--- config.mk ---
export PLATFORM = sky130hd
export DESIGN_NAME = csa_resolve_stream_flat
export DESIGN_NICKNAME = d
export VERILOG_FILES = /design/src/rtl/csa_resolve_stream_if.sv /design/src/rtl/csa_resolve_stream.sv /design/src/flat_wrapper.sv
export SDC_FILE = /design/constraint.sdc
export NUM_CORES = 1
export LEC_CHECK = 0
export CAP_MARGIN = 20
export CORE_AREA = 8 8 97 99
export DETAILED_ROUTE_END_ITERATION = 7
export DIE_AREA = 0 0 105 107
export PLACE_DENSITY_LB_ADDON = 0.15
export REMOVE_ABC_BUFFERS = 1
export SYNTH_ARGS = -nofsm -noshare
export SYNTH_HDL_FRONTEND = slang
export SYNTH_SLANG_ARGS = --single-unit
--- constraint.sdc ---
create_clock -name clk -period 9.05 [get_ports clk]
set_clock_uncertainty 0.15 [all_clocks]
set_input_delay 1.81 -clock clk [delete_from_list [all_inputs] [get_ports clk]]
set_output_delay 1.81 -clock clk [all_outputs]
set_load 0.02 [all_outputs]
--- src/rtl/csa_resolve_stream_if.sv ---
// Stream bundle for the carry-save resolve stage: carry-save beats in, binary words out.
// The master side drives beats and out_ready. The slave side is the resolve stage.
interface csa_resolve_stream_if #(
  parameter int W     = 25,
  parameter int IDX_W = 8
);
  logic             in_valid;
  logic             in_ready;
  logic [W-1:0]     in_c;
  logic [W-1:0]     in_s;
  logic             in_last;
  logic             out_valid;
  logic             out_ready;
  logic [W-1:0]     out_word;
  logic [IDX_W-1:0] out_idx;
  logic             out_last;
  logic             ovf;

  modport master (
    output in_valid, in_c, in_s, in_last, out_ready,
    input  in_ready, out_valid, out_word, out_idx, out_last, ovf
  );

  modport slave (
    input  in_valid, in_c, in_s, in_last, out_ready,
    output in_ready, out_valid, out_word, out_idx, out_last, ovf
  );
endinterface

--- src/rtl/csa_resolve_stream.sv ---
// Resolves a frame of carry-save word pairs (LSW first) into binary words.
// The inter-word carry is held in a register, and there is one output register.
module csa_resolve_stream #(
  parameter int W               = 25,
  parameter int IDX_W           = 8,
  parameter bit EMIT_CARRY_WORD = 1'b1
) (
  input logic clk,
  input logic rst_n,
  csa_resolve_stream_if.slave io
);

  typedef enum logic {RUN, FLUSH} state_e;

  state_e           state_q, state_d;
  logic [1:0]       carry_q, carry_d;
  logic [IDX_W-1:0] cnt_q, cnt_d;
  logic             ovf_q, ovf_d;
  logic             valid_q, valid_d;
  logic [W-1:0]     word_q, word_d;
  logic [IDX_W-1:0] idx_q, idx_d;
  logic             last_q, last_d;

  logic             out_free;
  logic             in_ready;
  logic             accept;
  logic [W+1:0]     sum;

  assign out_free = !valid_q || io.out_ready;
  assign in_ready = (state_q == RUN) && out_free;
  assign accept   = io.in_valid && in_ready;

  // The carry vector carries weight 2^(i+1), so it enters the sum shifted left by one.
  assign sum = {2'b00, io.in_s} + {1'b0, io.in_c, 1'b0} + {{W{1'b0}}, carry_q};

  always_comb begin
    state_d = state_q;
    carry_d = carry_q;
    cnt_d   = cnt_q;
    ovf_d   = ovf_q;
    valid_d = valid_q && !io.out_ready;
    word_d  = word_q;
    idx_d   = idx_q;
    last_d  = last_q;
    case (state_q)
      RUN: begin
        if (accept) begin
          valid_d = 1'b1;
          word_d  = sum[W-1:0];
          idx_d   = cnt_q;
          if (io.in_last && !EMIT_CARRY_WORD) begin
            last_d  = 1'b1;
            carry_d = 2'd0;
            cnt_d   = '0;
          end else begin
            last_d  = 1'b0;
            carry_d = sum[W+1:W];
            // When the counter is at its maximum, the increment wraps to 0 and the overflow flag is set.
            cnt_d   = cnt_q + IDX_W'(1);
            if (&cnt_q) ovf_d = 1'b1;
            if (io.in_last) state_d = FLUSH;
          end
        end
      end
      FLUSH: begin
        // The carry word is emitted even when the carry is zero, so every frame has the same length.
        if (out_free) begin
          valid_d = 1'b1;
          word_d  = {{(W-2){1'b0}}, carry_q};
          idx_d   = cnt_q;
          last_d  = 1'b1;
          carry_d = 2'd0;
          cnt_d   = '0;
          state_d = RUN;
        end
      end
      default: state_d = RUN;
    endcase
  end

  always_ff @(posedge clk or negedge rst_n) begin
    if (!rst_n) begin
      state_q <= RUN;
      carry_q <= 2'd0;
      cnt_q   <= '0;
      ovf_q   <= 1'b0;
      valid_q <= 1'b0;
      word_q  <= '0;
      idx_q   <= '0;
      last_q  <= 1'b0;
    end else begin
      state_q <= state_d;
      carry_q <= carry_d;
      cnt_q   <= cnt_d;
      ovf_q   <= ovf_d;
      valid_q <= valid_d;
      word_q  <= word_d;
      idx_q   <= idx_d;
      last_q  <= last_d;
    end
  end

  assign io.in_ready  = in_ready;
  assign io.out_valid = valid_q;
  assign io.out_word  = word_q;
  assign io.out_idx   = idx_q;
  assign io.out_last  = last_q;
  assign io.ovf       = ovf_q;

endmodule
--- src/flat_wrapper.sv ---
// flat-port wrapper written by rule: the top's interface ports become plain ports
module csa_resolve_stream_flat 
#(
  parameter int W               = 25,
  parameter int IDX_W           = 8,
  parameter bit EMIT_CARRY_WORD = 1'b1
)
  (clk, rst_n, io_in_valid, io_in_c, io_in_s, io_in_last, io_out_ready, io_in_ready, io_out_valid, io_out_word, io_out_idx, io_out_last, io_ovf);
  csa_resolve_stream_if #(.W(W), .IDX_W(IDX_W)) io_i ();
  input logic clk;
  input logic rst_n;
  input wire logic [$bits(io_i.in_valid)-1:0] io_in_valid;
  input wire logic [$bits(io_i.in_c)-1:0] io_in_c;
  input wire logic [$bits(io_i.in_s)-1:0] io_in_s;
  input wire logic [$bits(io_i.in_last)-1:0] io_in_last;
  input wire logic [$bits(io_i.out_ready)-1:0] io_out_ready;
  output wire logic [$bits(io_i.in_ready)-1:0] io_in_ready;
  output wire logic [$bits(io_i.out_valid)-1:0] io_out_valid;
  output wire logic [$bits(io_i.out_word)-1:0] io_out_word;
  output wire logic [$bits(io_i.out_idx)-1:0] io_out_idx;
  output wire logic [$bits(io_i.out_last)-1:0] io_out_last;
  output wire logic [$bits(io_i.ovf)-1:0] io_ovf;
  assign io_i.in_valid = io_in_valid;
  assign io_i.in_c = io_in_c;
  assign io_i.in_s = io_in_s;
  assign io_i.in_last = io_in_last;
  assign io_i.out_ready = io_out_ready;
  assign io_in_ready = io_i.in_ready;
  assign io_out_valid = io_i.out_valid;
  assign io_out_word = io_i.out_word;
  assign io_out_idx = io_i.out_idx;
  assign io_out_last = io_i.out_last;
  assign io_ovf = io_i.ovf;
  csa_resolve_stream #(.W(W), .IDX_W(IDX_W), .EMIT_CARRY_WORD(EMIT_CARRY_WORD)) u_core (.clk(clk), .rst_n(rst_n), .io(io_i));
endmodule
==> metrics.yaml <==
critical_path:
  crit_type: "input pin to primary output"
  crit_fanout: 4
  reg2reg_from: "u_core.carry_q[1]"
  crit_chain: "clkdlybuf4s50_1, nor2b_1, nor2_1, clkdlybuf4s50_1"
  crit_buf_inv: 2
  worst_setup_path_startpoint: "io_out_ready"
  path_depth: 4
  crit_required_ns: 7.09
  cp_slowest_stage_delay_ns: 0.67
  r2r_cells: 12
  end_kind: "primary output"
  path_common_cell: "clkdlybuf4s50_1"
  cp_slowest_cell: "clkdlybuf4s50_1"
  crit_family: "buffers and inverters"
  cp-start-kind: "input pin"
  cp.arrival_ns: 3.25
logic_synthesis:
  synth_top_family_by_area: "compound AO/OA/AOI/OAI gates"
  synth.top_cells.by_count: "50 x ha_1, 47 x dfrtp_1, 45 x nand2_1"
  synthAdderAreaFrac_pct: 19.3
  synth.distinct_cells: 53
  synth_top_flop_cell: "dfrtp_1"
  avgSynthCellArea_um2: 9.42
  async_reset_ff_share_pct: 100
  synth_top_area_share_pct: 34.0
  synth_area_leaders: "dfrtp_1 34%, ha_1 18%, nand2_1 4.9%"
  synth_xor_area_share_pct: 6.08
  synth_area_leader_cell: "dfrtp_1"
  synth_seq_cells: 47
  yosysMostFrequentCell: "ha_1"
  yosys_warnings: 0
  syn_inst: 367
  yosys.area_share.simple_pct: 13.3
  muxShareOfSynthArea_pct: 3.18
  netlist_area_um2: 3460
  synth_edf_count: 0
  seq_area_frac_synth_pct: 34.0
  synth_compound_area_share_pct: 20.9
floorplan:
  core_area_um2: 7930
  row_count: 33
  die_area_um2: 11200
  die_x_um: 105
  ioPinCount: 92
  die_y_um: 107
  initial_core_util_pct: 43.6
power_and_ir_drop:
  p_leak_uw: 0.00200
  pwr-share-clk_pct: 17.5
  ir_worst_vdd_uv: 81.6
  report.power.total_uw: 804
  internal-power_uw: 499
  power_frac_seq_pct: 36.6
  p_sw_share_pct: 38.0
  p_sw_uw: 305
  p_comb_share_pct: 45.9
  power_density_nw_per_um2: 177
drt:
  ant_nets: 0
  route.vias.total: 3008
  wl_um: 8420
  post_drt_wl_per_cell_um: 15.1
  first_pass_iters: 4
  via_per_inst: 5.40
  drc_errors: 0
  drt_iter0_drc: 83
clock_tree:
  cts_resized: 0
  root_buffer: "clkbuf_8"
  postCtsHoldBufs: 0
  clk_latency_ns: 0.30
  clk_pin_slew_ns: 0.09
  cts_setup_buffers: 0
  clk_path_buf_depth: 2
  cts_buffers: 5
  clock-sinks: 47
  htree_levels: 2
  cts_tree: "yes"
status:
  status: "finished, final reports clean"
global_route:
  gr-usage-all-layers_pct: 15.5
  grt_pass1_vias: 3004
  grt_max_degree: 48
  overflow: 0
  grt_pass1_wl_um: 14700
  antenna_found_initial: 0
finish:
  drive_gt1_share_pct: 8.41
  antenna_cells: 0
  fill_cells: 723
  fin_nets: 558
  syn2layout_area_growth_pct: 31.7
  postLayoutCellArea_um2: 4550
timing:
  fmax_mhz: 192
  tightest_slew_ns: 0.765
  fin_crit_sh_pct: 57.5
  fin_crit_ns: 5.21
  final_hold_viol_count: 0
  tns_ns: 0
  slew_viol_final: 0
  finalSetupViolCount: 0
  slew_headroom_pct: 48.8
  grt_setup_unrepaired: "no"
  holdWs_ns: 0.332
placement:
  io_buffers: 91
  routabilityCongestion: 0.855
  dp_hpwl_um: 6680
  placed_cell_area_um2: 4430
min_path:
  hold_path_class: "flip-flop to flip-flop"
  worstHoldStart: "u_core.io.out_last"
  hold_path_depth: 2
run:
  cap_viol_max_count: 0
worst reg2reg max path: cells and delay by family, from the launching register on:
family	cells	cell delay (ns)
buffers and inverters	2	0.11
adder cells (fa/ha/maj)	3	1.14
XOR/XNOR	1	0.17
flip-flops	1	0.42
AO/OA/AOI/OAI	6	1.19
power groups by stage:
stage | combinational (uW) | clock [uW] | sequential (uW)
2_1_floorplan | 167 | 0 | 338
3_3_place_gp | 368 | 0 | 297
3_5_place_dp | 371 | 0 | 298
4_1_cts | 373 | 144 | 294
5_1_grt | 407 | 153 | 301
6_report | 369 | 141 | 294
cell usage in the layout (no fill, tap or decap), types with 4 or more instances in the layout:
cell,n
clkbuf_8,7
dfrtp_1,47
nand3_1,22
xnor2_1,8
a21oi_1,28
xor2_1,16
o21ai_1,16
ha_1,50
mux2_2,8
inv_1,9
o21ai_0,29
and3_1,4
nand2_1,45
nor2_1,12
clkdlybuf4s50_1,90
nand4_1,8
state kept, by name, summed over array words and instances, names as in the netlist:
register,count
u_core.carry_q,2
u_core.cnt_q,8
u_core.io.out_idx,8
u_core.io.out_last,1
u_core.io.out_valid,1
u_core.io.out_word,25
u_core.io.ovf,1
u_core.state_q,1
stage by stage:
step / std cells / utilization, % / worst slack (ns)
global placement: 548 / 55.9 / 3.85
floorplan: 351 / - / 4.49
CTS: 556 / 57.2 / 3.83
global route: 557 / 57.4 / 3.77
detailed placement: 548 / 55.9 / 3.81
finish: 557 / 57.4 / 3.84
final timing paths:
path	endpoint	slack (ns)
setup / recovery	io_in_ready	3.84
hold / removal	u_core.io.out_last	0.33
setup reg to reg	u_core.io.out_word[21]	5.72
hold reg to reg	u_core.io.out_last	0.33
max in group asynchronous	u_core.cnt_q[0]	7.04
min in group asynchronous	u_core.io.out_valid	1.23
routing by layer:
layer / vias to the layer above / share of wire (%) / track usage, %
li1: 1505 / - / -
met1: 1418 / 46 / 20.9
met2: 80 / 47 / 24.7
met3: 5 / 5.4 / 3.54
met4: 0 / 0.96 / 3.67
met5: - / 0 / 0
cell families (layout without fill, tap and decap cells):
logic type / Yosys count / after routing
xor gates and xnor gates: 24 / 24
buffers and inverters: 25 / 110
adders and majority gates: 52 / 52
muxes: 10 / 10
AOI/OAI and AO/OA: 108 / 108
and+or+nand+nor: 101 / 101
DFF: 47 / 47
final cells by class:
cell class | count | area (um2) | area share [%]
Multi-Input combinational cell | 295 | 2170 | 47.7
Inverter | 9 | 33.8 | 0.742
Sequential cell | 47 | 1180 | 25.8
Timing Repair Buffer | 93 | 933 | 20.5
Clock buffer | 7 | 96.3 | 2.12
Tap cell | 105 | 131 | 2.89
Clock inverter | 1 | 7.51 | 0.165
Power figures use the tool's default switching activity.
